**src/rtl/kappa3_phase_sequencer_if.sv**
```systemverilog
// Control/status bundle between the debug console, controller and the phase sequencer.
// Latency: none, this is wiring only; the sequencer registers every status output.
// Backpressure: none; memory wait states come in on mem_access/mem_ready.
interface kappa3_phase_sequencer_if #(
   parameter int CNT_W = 32
);
   logic             run;
   logic             step;
   logic             stop;
   logic             clear;
   logic             mem_access;
   logic             mem_ready;
   logic [31:0]      pc_next;
   logic             bp_en;
   logic [31:0]      bp_addr;
   logic [3:0]       cstate;
   logic             running;
   logic [1:0]       halt_reason;
   logic             fault;
   logic [CNT_W-1:0] instret;

   // Console / controller side: issues commands and memory status, observes the phase.
   modport master (
      output run, step, stop, clear, mem_access, mem_ready, pc_next, bp_en, bp_addr,
      input  cstate, running, halt_reason, fault, instret
   );

   // Sequencer side.
   modport slave (
      input  run, step, stop, clear, mem_access, mem_ready, pc_next, bp_en, bp_addr,
      output cstate, running, halt_reason, fault, instret
   );
endinterface

```
**src/rtl/kappa3_phase_sequencer.sv**
```systemverilog
// One-hot IF/DE/EX/WB phase generator with run/step/stop control, PC breakpoint and instret.
// Latency: all outputs registered, next phase visible one clock after the deciding inputs.
// Backpressure: IF/WB hold while a memory access is not ready; TIMEOUT held cycles fault.
module kappa3_phase_sequencer #(
   parameter int TIMEOUT = 255,
   parameter int CNT_W   = 32
) (
   input  logic                    clock,
   input  logic                    reset,
   kappa3_phase_sequencer_if.slave bus
);

   typedef enum logic [2:0] {
      S_STOP  = 3'd0,
      S_IF    = 3'd1,
      S_DE    = 3'd2,
      S_EX    = 3'd3,
      S_WB    = 3'd4,
      S_FAULT = 3'd5
   } state_t;

   // Last wait count that may still be held; one more held cycle faults.
   localparam logic [15:0] WAIT_LAST = 16'(TIMEOUT - 1);

   state_t           state_q, state_nxt;
   logic [15:0]      wait_q, wait_nxt;
   logic             step_mode_q, step_nxt;
   logic             stop_pend_q, pend_nxt;
   logic [1:0]       reason_q, reason_nxt;
   logic             retire;
   logic [3:0]       cstate_q;
   logic             running_q;
   logic             fault_q;
   logic [CNT_W-1:0] instret_q;
   logic             mem_hold;
   logic             bp_hit;

   assign mem_hold = bus.mem_access & ~bus.mem_ready;
   assign bp_hit   = bus.bp_en && (bus.pc_next == bus.bp_addr);

   function automatic logic [3:0] phase_of(state_t s);
      case (s)
         S_IF:    phase_of = 4'b0001;
         S_DE:    phase_of = 4'b0010;
         S_EX:    phase_of = 4'b0100;
         S_WB:    phase_of = 4'b1000;
         default: phase_of = 4'b0000;
      endcase
   endfunction

   // Next-state decision: commands, memory wait states, retire and halt selection.
   always_comb begin
      state_nxt  = state_q;
      wait_nxt   = wait_q;
      step_nxt   = step_mode_q;
      pend_nxt   = stop_pend_q;
      reason_nxt = reason_q;
      retire     = 1'b0;
      case (state_q)
         S_STOP: begin
            wait_nxt = '0;
            // step beats run; stop has no meaning here; no breakpoint check on resume.
            if (bus.step) begin
               state_nxt = S_IF;
               step_nxt  = 1'b1;
               pend_nxt  = 1'b0;
            end else if (bus.run) begin
               state_nxt = S_IF;
               step_nxt  = 1'b0;
               pend_nxt  = 1'b0;
            end
         end
         S_IF, S_WB: begin
            if (bus.stop) pend_nxt = 1'b1;
            if (mem_hold) begin
               if (wait_q == WAIT_LAST) begin
                  state_nxt  = S_FAULT;
                  reason_nxt = 2'b11;
                  wait_nxt   = '0;
                  step_nxt   = 1'b0;
                  pend_nxt   = 1'b0;
               end else begin
                  wait_nxt = wait_q + 16'd1;
               end
            end else begin
               wait_nxt = '0;
               if (state_q == S_IF) begin
                  state_nxt = S_DE;
               end else begin
                  retire = 1'b1;
                  // A stop arriving in this very WB cycle still halts here.
                  if (step_mode_q || stop_pend_q || bus.stop) begin
                     state_nxt  = S_STOP;
                     reason_nxt = 2'b01;
                     step_nxt   = 1'b0;
                     pend_nxt   = 1'b0;
                  end else if (bp_hit) begin
                     state_nxt  = S_STOP;
                     reason_nxt = 2'b10;
                     step_nxt   = 1'b0;
                     pend_nxt   = 1'b0;
                  end else begin
                     state_nxt = S_IF;
                  end
               end
            end
         end
         S_DE: begin
            if (bus.stop) pend_nxt = 1'b1;
            state_nxt = S_EX;
         end
         S_EX: begin
            if (bus.stop) pend_nxt = 1'b1;
            state_nxt = S_WB;
         end
         S_FAULT: begin
            wait_nxt = '0;
            if (bus.clear) state_nxt = S_STOP;
         end
         default: begin
            state_nxt = S_STOP;
            wait_nxt  = '0;
            step_nxt  = 1'b0;
            pend_nxt  = 1'b0;
         end
      endcase
   end

   // State register with outputs decoded from the next state, so every output is a flop.
   always_ff @(posedge clock or negedge reset) begin
      if (!reset) begin
         state_q     <= S_STOP;
         wait_q      <= '0;
         step_mode_q <= 1'b0;
         stop_pend_q <= 1'b0;
         reason_q    <= 2'b00;
         cstate_q    <= 4'b0000;
         running_q   <= 1'b0;
         fault_q     <= 1'b0;
         instret_q   <= '0;
      end else begin
         state_q     <= state_nxt;
         wait_q      <= wait_nxt;
         step_mode_q <= step_nxt;
         stop_pend_q <= pend_nxt;
         reason_q    <= reason_nxt;
         cstate_q    <= phase_of(state_nxt);
         running_q   <= (state_nxt == S_IF) || (state_nxt == S_DE) ||
                        (state_nxt == S_EX) || (state_nxt == S_WB);
         fault_q     <= (state_nxt == S_FAULT);
         if (retire) instret_q <= instret_q + CNT_W'(1);
      end
   end

   assign bus.cstate      = cstate_q;
   assign bus.running     = running_q;
   assign bus.halt_reason = reason_q;
   assign bus.fault       = fault_q;
   assign bus.instret     = instret_q;

endmodule

```
**src/flat_wrapper.sv**
```systemverilog
// flat-port wrapper written by rule: the top's interface ports become plain ports
module kappa3_phase_sequencer_flat 
#(
   parameter int TIMEOUT = 255,
   parameter int CNT_W   = 32
)
  (clock, reset, bus_run, bus_step, bus_stop, bus_clear, bus_mem_access, bus_mem_ready, bus_pc_next, bus_bp_en, bus_bp_addr, bus_cstate, bus_running, bus_halt_reason, bus_fault, bus_instret);
  kappa3_phase_sequencer_if #(.CNT_W(CNT_W)) bus_i ();
  input  logic clock;
  input  logic reset;
  input wire logic [$bits(bus_i.run)-1:0] bus_run;
  input wire logic [$bits(bus_i.step)-1:0] bus_step;
  input wire logic [$bits(bus_i.stop)-1:0] bus_stop;
  input wire logic [$bits(bus_i.clear)-1:0] bus_clear;
  input wire logic [$bits(bus_i.mem_access)-1:0] bus_mem_access;
  input wire logic [$bits(bus_i.mem_ready)-1:0] bus_mem_ready;
  input wire logic [$bits(bus_i.pc_next)-1:0] bus_pc_next;
  input wire logic [$bits(bus_i.bp_en)-1:0] bus_bp_en;
  input wire logic [$bits(bus_i.bp_addr)-1:0] bus_bp_addr;
  output wire logic [$bits(bus_i.cstate)-1:0] bus_cstate;
  output wire logic [$bits(bus_i.running)-1:0] bus_running;
  output wire logic [$bits(bus_i.halt_reason)-1:0] bus_halt_reason;
  output wire logic [$bits(bus_i.fault)-1:0] bus_fault;
  output wire logic [$bits(bus_i.instret)-1:0] bus_instret;
  assign bus_i.run = bus_run;
  assign bus_i.step = bus_step;
  assign bus_i.stop = bus_stop;
  assign bus_i.clear = bus_clear;
  assign bus_i.mem_access = bus_mem_access;
  assign bus_i.mem_ready = bus_mem_ready;
  assign bus_i.pc_next = bus_pc_next;
  assign bus_i.bp_en = bus_bp_en;
  assign bus_i.bp_addr = bus_bp_addr;
  assign bus_cstate = bus_i.cstate;
  assign bus_running = bus_i.running;
  assign bus_halt_reason = bus_i.halt_reason;
  assign bus_fault = bus_i.fault;
  assign bus_instret = bus_i.instret;
  kappa3_phase_sequencer #(.TIMEOUT(TIMEOUT), .CNT_W(CNT_W)) u_core (.clock(clock), .reset(reset), .bus(bus_i));
endmodule
```
**config.mk**
```make
export PLATFORM = sky130hd
export DESIGN_NAME = kappa3_phase_sequencer_flat
export DESIGN_NICKNAME = d
export VERILOG_FILES = /design/src/rtl/kappa3_phase_sequencer_if.sv /design/src/rtl/kappa3_phase_sequencer.sv /design/src/flat_wrapper.sv
export SDC_FILE = /design/constraint.sdc
export NUM_CORES = 1
export LEC_CHECK = 0
export CORE_MARGIN = 4
export CORE_UTILIZATION = 44
export CTS_BUF_LIST = sky130_fd_sc_hd__clkbuf_2 sky130_fd_sc_hd__clkbuf_4 sky130_fd_sc_hd__clkbuf_8
export CTS_CLUSTER_SIZE = 12
export DETAILED_ROUTE_END_ITERATION = 8
export DONT_BUFFER_PORTS = 1
export PLACE_DENSITY = 0.63
export SLEW_MARGIN = 40
export SYNTH_ARGS = -nofsm -noshare
export SYNTH_HDL_FRONTEND = slang
export SYNTH_SLANG_ARGS = --single-unit
```
**constraint.sdc**
```tcl
create_clock -name clock -period 2 [get_ports clock]
set_input_delay 0.6 -clock clock [delete_from_list [all_inputs] [get_ports clock]]
set_output_delay 0.6 -clock clock [all_outputs]
set_load 0.01 [all_outputs]
```
==> impl_metrics.ini, run 1 <==
[outcome]
status = finished with violations
violations = hold timing

[finish]
diodes = 0
drive_gt1_share_pct = 17.6
fin_nets = 423
syn2layout_area_growth_pct = 11.4
fillerInstances = 711

[critical_path]
cp_slowest_cell = dfrtp_1
critPathLaunchType = register
cp-end-kind = register
critical_path.cell_chain = inv_1 -> ha_1 -> and4_1 -> a41oi_1 -> o21ai_2 -> a21oi_1 -> o21ba_1
cp.arrival_ps = 2080
worstPathRequired_ps = 2270
critical_path_buf_inv_count = 1
cp_top_family = compound AO/OA/AOI/OAI gates
critical_path.max_fanout = 5
slowest_delay_ps = 410
path_class = reg -> reg

[routing]
wl_um = 7420
via_count = 2513
drt_pass1_iterations = 4
wl_per_cell_um = 16.4
drt-initial-drc-count = 82
post-route-drc-count = 0
ant_nets = 0
vias_per_cell = 5.54

[floorplan]
start_util_pct = 45.7
die_area_um2 = 9560
dieWidth_um = 97.8
die_h_um = 97.8
fp.coreArea_um2 = 7770
io_pins = 113
fp-row-count = 32

[placement]
place_hpwl_um = 5670
io_buffers = 0
place_congestion = 0.797

[logic_synthesis]
yosysUniqueCellTypes = 60
yosys.area.top_type = dfrtp_1
syn-cell-area_um2 = 3550
synth-seq-cells = 61
synth_edf_count = 0
synth_top_area_share_pct = 43.0
ys_async_sr_fraction_pct = 100
syn_area_per_cell_um2 = 10.7
synth_top_cells_by_area = dfrtp_1, xnor2_1, xor2_1, nand2_1, nand3_1
synth_fp_nets = 407
ys_warn_count = 0
synth_ff_type = dfrtp_1
netlist_instances = 331
yosysSeqAreaShare_pct = 43.0

[cts]
ctsHtreeMaxLevel = 3
clkLatencyLatePin_ps = 340
cts_tree = done
cts_sinks = 61
cts_buffers = 9
clk_pin_slew_ps = 70
max-clock-path-buffers = 2
cts_root_buffer = clkbuf_8
cts.repair.resized = 0

[grt]
grt_first_pass_wirelength_um = 12200
grt_pass1_vias = 2502
grt_usage_pct = 15.4
grt_max_degree = 62
antenna_found_initial = 0
overflow = 0

[timing]
tightest_slew_ps = 486
fmax_ghz = 0.555
hold_ws_ps = -54.2
period_share_pct = 90.1
setup_violations = 0
rsz0062_at_grt = false
slew_headroom_pct = 67.3
drv_slew = 0
finalClockSkew_ps = 8.49
hold_violations = 61
tns_ps = 0
layout_min_cycle_time_ps = 1800

[pwr]
finalPower_mw = 4.01
power_density_nw_per_um2 = 1010
leakage_nw = 1.71
vdd_drop_max_v = 0.000533

[worst_hold_path]
hold_path_class = in -> async

[job]
drv_cap = 0
-- report_power, final --
group / switching [mW] / total (mW) / internal, mW / leakage [nW]
clock: 0.514 / 1.36 / 0.842 / 0.120
combinational: 0.620 / 1.07 / 0.448 / 0.762
sequential: 0.200 / 1.58 / 1.38 / 0.828
-- through the flow --
stage	cells	util [%]	worst slack (ps)	area, um^2
global placement	438	47.8	149	3710
finish	454	50.9	198	3950
global route	454	50.9	68.1	3950
detailed placement	438	47.8	87.2	3710
CTS	454	50.9	137	3950
floorplan	331	-	196	3550
-- repair_timing --
item	in CTS	in global routing
hold endpoints to repair	61	61
buffers inserted	0	0
endpoints found under the setup margin	0	3
-- flip-flops by register name (all words and copies together) (netlist names), 2 cells and up --
register and flops:
u_core.state_q 3, u_core.wait_q 16, u_core.bus.instret 32, u_core.bus.cstate 4, u_core.bus.halt_reason 2
-- cell type report --
class,count,area [um^2],share of cell area (%)
inverter,7,26.3,0.665
clock buffer,10,131,3.32
timing repair buffer,14,105,2.66
tap,102,128,3.23
sequential,61,1530,38.6
clock inverter,6,111,2.82
multi-input combinational,254,1920,48.7
-- final timing paths --
check                           slack, ps  cells past startpoint                   endpoint                from
min in group clock                    420                      2         u_core.stop_pend_q            bus_stop
worst min register to register        520                      2         u_core.stop_pend_q  u_core.stop_pend_q
worst max register to register        200                      7       u_core.bus.cstate[3]    u_core.wait_q[0]
max in group asynchronous            1950                      0  u_core.bus.halt_reason[0]               reset
worst max-delay path                  200                      7       u_core.bus.cstate[3]    u_core.wait_q[0]
worst min-delay path                  -50                      0     u_core.bus.instret[11]               reset
-- metal layers --
| metal | track usage (%) | up-vias | part of all wire, % |
|---|---|---|---|
| met1 | 19.5 | 1212 | 42 |
| met2 | 25.0 | 88 | 49 |
| li1 | - | 1204 | - |
| met4 | 4.79 | 0 | 1.4 |
| met3 | 5.14 | 9 | 7.6 |
| met5 | 0 | - | 0 |
-- Yosys cell counts, types with 3 or more instances --
cell      instances
o21ai_0           9
and4_1            6
nor4_1            5
a21oi_1           5
nor3_4            3
inv_1             7
nor2_1           10
and2_1            3
buf_2             4
nor2b_1           4
nand4_2           4
nand2_1          25
nand2b_1          7
nand3_1          17
dfrtp_1          61
and3_1           10
o211ai_1          3
nand4_1          11
nor3_1            7
o31ai_1           4
nor2_4            7
nor4_4            3
xor2_1           28
ha_1              3
xnor2_1          44
-- placed cells by master (no fill, tap or decap), drive strengths merged, types with 5 or more instances in the layout --
cell type | Yosys | layout
nand2 | 25 | 25
and4 | 7 | 7
clkbuf | 1 | 10
nand3 | 17 | 17
nor2 | 19 | 19
nor2b | 5 | 5
nand4 | 15 | 15
nor3 | 11 | 11
o21ai | 11 | 11
nor4 | 9 | 9
a21oi | 5 | 5
inv | 7 | 7
xnor2 | 44 | 44
buf | 8 | 14
nand2b | 7 | 7
dfrtp | 61 | 61
xor2 | 28 | 28
and3 | 10 | 10
-- cell families (layout without fill, tap and decap cells) --
kind of cell	after synthesis	after routing	synth area share (%)
AO/OA/AOI/OAI	40	40	8.29
XOR/XNOR	72	72	17.8
adder cells (fa/ha/maj)	3	3	1.06
buffers and inverters	16	37	2.72
flip-flops	61	61	43.0
multiplexers	3	3	0.882
AND/OR/NAND/NOR	136	136	26.2
No activity file was read; power rests on OpenSTA's default activity.
==> run 2: changes to the inputs <==
==> constraint.sdc (replaced) <==
create_clock -name clock -period 2 [get_ports clock]
set_input_delay 0.6 -clock clock [delete_from_list [all_inputs] [get_ports clock]]
set_output_delay 0.6 -clock clock [all_outputs]
set_load 0.05 [all_outputs]
==> run 2 against run 1 <==
- worst setup slack worse by 47 ps
- critical endpoint is now u_core.stop_pend_q
- sequential share of layout area fell by 1.6 points
- core utilization grew 2.2 points
- the run now ends clean
- critical path depth is the same
- total power is 2.8% higher
- highest routed layer unchanged
==> impl_metrics.ini, run 2 (same netlist as run 1, synthesis figures left out) <==
[pwr]
vdd_drop_max_v = 0.000497
internal_power_mw = 2.47
combPwrFrac_pct = 32.4
power_density_nw_per_um2 = 999
power_switching_mw = 1.65
leakage_nw = 1.82
seq_power_share_pct = 41.0
finalPower_mw = 4.12
clkPwrFrac_pct = 26.6
switching_share_pct = 40.0

[finish]
final_cells = 479
fin_area_um2 = 4120
utilization_pct = 53.1
syn2layout_area_growth_pct = 16.2
drive_gt1_share_pct = 23.6
final_cell_mix = dfrtp_1, xnor2_1, buf_4
diodes = 0
final_common_cell = dfrtp_1
largest_register_ffs = 32
fin_nets = 448

[grt]
grt_usage_pct = 15.9
overflow = 0
grt_first_pass_wirelength_um = 12500
antenna_found_initial = 0
grt_max_degree = 62
grt_pass1_vias = 2596

[floorplan]
fp.coreArea_um2 = 7770
die_h_um = 97.8
start_util_pct = 45.7
fp-row-count = 32
io_pins = 113
die_area_um2 = 9560
dieWidth_um = 97.8

[critical_path]
cp.arrival_ps = 2060
critical_path_buf_inv_count = 1
path_class = reg -> reg
slowest_delay_ps = 420
critical_path.cell_chain = inv_1 -> ha_1 -> and4_1 -> and4_4 -> a31oi_1 -> a221oi_1 -> a21oi_1
worstPathRequired_ps = 2210
cp_top_family = compound AO/OA/AOI/OAI gates
critPathLaunchType = register
cp_slowest_cell = dfrtp_1
cp-end-kind = register
critical_path.max_fanout = 5

[timing]
layout_min_cycle_time_ps = 1850
drv_slew = 0
hold_ws_ps = 108
fmax_ghz = 0.541
finalClockSkew_ps = 8.05
rsz0062_at_grt = false
hold_violations = 0
tns_ps = 0
finalWorstSetupSlack_ps = 151
setup_violations = 0
period_share_pct = 92.4
slew_headroom_pct = 64.3
tightest_slew_ps = 536

[cts]
max-clock-path-buffers = 2
cts_buffers = 9
cts_tree = done
post_cts_buffers = 0
cts_root_buffer = clkbuf_8
clk_pin_slew_ps = 80
cts_sinks = 61
clkLatencyLatePin_ps = 350
ctsHtreeMaxLevel = 3

[placement]
place_congestion = 0.773
io_buffers = 0
place_hpwl_um = 5790
dp.cells = 462
dp_slack_ps = 116
placed_cell_area_um2 = 3890

[outcome]
status = complete, no violations

[routing]
wl_per_cell_um = 15.4
via_count = 2597
wl_um = 7380
drt-initial-drc-count = 113
drt_pass1_iterations = 5
post-route-drc-count = 0
vias_per_cell = 5.42
ant_nets = 0

[worst_hold_path]
hold_path_class = in -> async

[job]
drv_cap = 0
## run 2: area by class of cell
class | instances | area, um^2
multi-input cells | 254 | 1930
flip-flops and latches | 61 | 1530
clock buffers | 9 | 124
fillers | 696 | 3640
well taps | 102 | 128
repair buffers | 39 | 313
inverters | 7 | 26.3
clock inverters | 7 | 75.1
## run 2: power by group through the flow
stage               combinational [mW]  clock (mW)  sequential (mW)
finish                            1.33        1.09             1.69
global route                      1.47        1.19             1.71
global placement                  1.29           0             1.71
CTS                               1.31        1.14             1.69
floorplan                        0.957           0             1.81
detailed placement                1.30           0             1.72
## run 2: path summary, 6_finish.rpt
check                              startpoint                endpoint  slack (ps)  depth (start not counted)
setup reg to reg             u_core.wait_q[0]      u_core.stop_pend_q         150                          7
hold / removal                          reset  u_core.bus.instret[12]         110                          1
min in group clock                   bus_stop      u_core.stop_pend_q         420                          2
hold reg to reg            u_core.stop_pend_q      u_core.stop_pend_q         520                          2
max in group asynchronous               reset        u_core.wait_q[0]        1630                          1
setup / recovery             u_core.wait_q[0]      u_core.stop_pend_q         150                          7
## run 2: repair_timing
item,CTS,global route
endpoints found under the hold margin,61,61
resized for setup,0,2
endpoints found under the setup margin,0,6
## run 2: worst reg2reg max path, delay by kind of cell (launching register included)
kind | cells | cell delay (ps)
AOI/OAI and AO/OA | 3 | 550
DFF | 1 | 420
buffers and inverters | 1 | 70
adders and majority gates | 1 | 140
and+or+nand+nor | 2 | 530
## run 2: routing by layer
layer / vias to the layer above / part of all wire, % / GRT usage [%]
li1: 1257 / - / -
met1: 1255 / 41 / 19.6
met2: 79 / 50 / 25.8
met3: 6 / 8.8 / 7.29
met4: 0 / 0.46 / 3.19
met5: - / 0 / 0
==> run 3: changes to the inputs <==
--- a/config.mk
+++ b/config.mk
@@ -11,7 +11,7 @@
 export CTS_CLUSTER_SIZE = 12
 export DETAILED_ROUTE_END_ITERATION = 8
 export DONT_BUFFER_PORTS = 1
-export PLACE_DENSITY = 0.63
+export PLACE_DENSITY = 0.69
 export SLEW_MARGIN = 40
 export SYNTH_ARGS = -nofsm -noshare
 export SYNTH_HDL_FRONTEND = slang
==> constraint.sdc (replaced) <==
create_clock -name clock -period 1.85 [get_ports clock]
set_input_delay 0.555 -clock clock [delete_from_list [all_inputs] [get_ports clock]]
set_output_delay 0.555 -clock clock [all_outputs]
set_load 0.05 [all_outputs]
==> run 3 against run 2 <==
- the flow now finishes with violations (hold timing)
- clock skew shrank 0.82 ps
- global-route usage rose by 0.99 points
- final cell count rose by 1.3%
- flip-flop and latch count stayed put
- critical path type unchanged
- critical endpoint is now u_core.bus.fault
- highest routed layer unchanged
==> impl_metrics.ini, run 3 (same netlist as run 1, synthesis figures left out) <==
[finish]
fin_area_um2 = 4140
drive_gt1_share_pct = 26.6
diodes = 0
syn2layout_area_growth_pct = 16.7
final_cells = 485
utilization_pct = 53.3
largest_register_ffs = 32
final_common_cell = dfrtp_1
fin_nets = 454
final_cell_mix = dfrtp_1, buf_4, xnor2_1

[routing]
ant_nets = 0
wl_per_cell_um = 16.0
wl_um = 7760
vias_per_cell = 5.44
drt-initial-drc-count = 74
drt_pass1_iterations = 4
post-route-drc-count = 0
via_count = 2640

[grt]
overflow = 0
grt_max_degree = 62
antenna_found_initial = 0
grt_first_pass_wirelength_um = 13000
grt_usage_pct = 16.9
grt_pass1_vias = 2735

[critical_path]
cp-end-kind = register
startpoint = u_core.wait_q[13]
path_class = reg -> reg
critical_path.max_fanout = 4
cp.arrival_ps = 1990
r2r_slack_ps = 110
worstPathRequired_ps = 2100
critPathLaunchType = register
r2r_cells = 6
reg2reg_from = u_core.wait_q[13]
timing.rr.end = u_core.bus.fault

[placement]
place_congestion = 0.866
placed_cell_area_um2 = 3950
io_buffers = 0
dp_slack_ps = 1.22
dp.cells = 469
place_hpwl_um = 6070

[cts]
max-clock-path-buffers = 2
clkLatencyLatePin_ps = 340
cts_root_buffer = clkbuf_8
cts_buffers = 9
cts_sinks = 61
ctsHtreeMaxLevel = 3
cts_tree = done
post_cts_buffers = 0
clk_pin_slew_ps = 70

[timing]
period_share_pct = 94.0
finalWorstSetupSlack_ps = 112
slew_headroom_pct = 61.5
setup_violations = 0
rsz0062_at_grt = true
fmax_ghz = 0.575
tns_ps = 0
finalClockSkew_ps = 7.23
hold_violations = 61
hold_ws_ps = -101
layout_min_cycle_time_ps = 1740
tightest_slew_ps = 578
drv_slew = 0

[floorplan]
start_util_pct = 45.7
die_h_um = 97.8
fp.coreArea_um2 = 7770
dieWidth_um = 97.8
die_area_um2 = 9560
io_pins = 113
fp-row-count = 32

[outcome]
violations = hold timing
status = finished with violations

[pwr]
power_density_nw_per_um2 = 1060
leakage_nw = 1.83
finalPower_mw = 4.37
vdd_drop_max_v = 0.000536

[worst_hold_path]
hold_path_class = in -> async

[job]
drv_cap = 0
[run 3: cell count changes in the layout (fill, tap and decap cells not counted), sizes merged]
cell / change
buf: +6
bufinv: -1
clkbuf: +3
clkinv: +1
clkinvlp: -2
inv: -1
[run 3: worst max-delay path by stage]
stage | endpoint | slack, ps | cells past startpoint
floorplan | u_core.bus.instret[22] | 20 | 5
global placement | u_core.bus.fault | 50 | 5
detailed placement | u_core.bus.cstate[0] | 1 | 5
CTS | u_core.bus.cstate[0] | 50 | 6
global route | u_core.wait_q[12] | -6 | 7
finish | u_core.bus.fault | 110 | 6
[run 3: layer usage]
layer / track usage (%) / routed length (um) / vias to the layer above
met2: 27.7 / 3840 / 88
met5: 0 / 0 / -
met3: 7.14 / 665 / 14
met4: 6.28 / 131 / 0
li1: - / - / 1264
met1: 19.7 / 3120 / 1274
[run 3: repair_timing]
item / CTS / global route
endpoints found under the setup margin: 0 / 8
resized for setup: 0 / 1
hold endpoints to repair: 61 / 61
[run 3: final cells by class]
type,instances,area (um^2)
Clock buffer,12,159
Clock inverter,4,22.5
Fill cell,709,3630
Inverter,7,26.3
Multi-Input combinational cell,254,1930
Sequential cell,61,1540
Tap cell,102,128
Timing Repair Buffer,45,338
[run 3: where the power goes]
part | leakage, nW | switching [mW] | total [mW] | internal (mW)
registers | 0.814 | 0.361 | 1.85 | 1.49
clock network | 0.0956 | 0.512 | 1.08 | 0.567
logic | 0.925 | 0.851 | 1.44 | 0.590
[run 3: critical path, stage by stage, from the launching register on]
cell and delay [ps]:
dfrtp_1 410, nor4_2 280, buf_4 170, a41oi_1 130, o21ai_2 270, a21oi_1 130
nor3_1 240
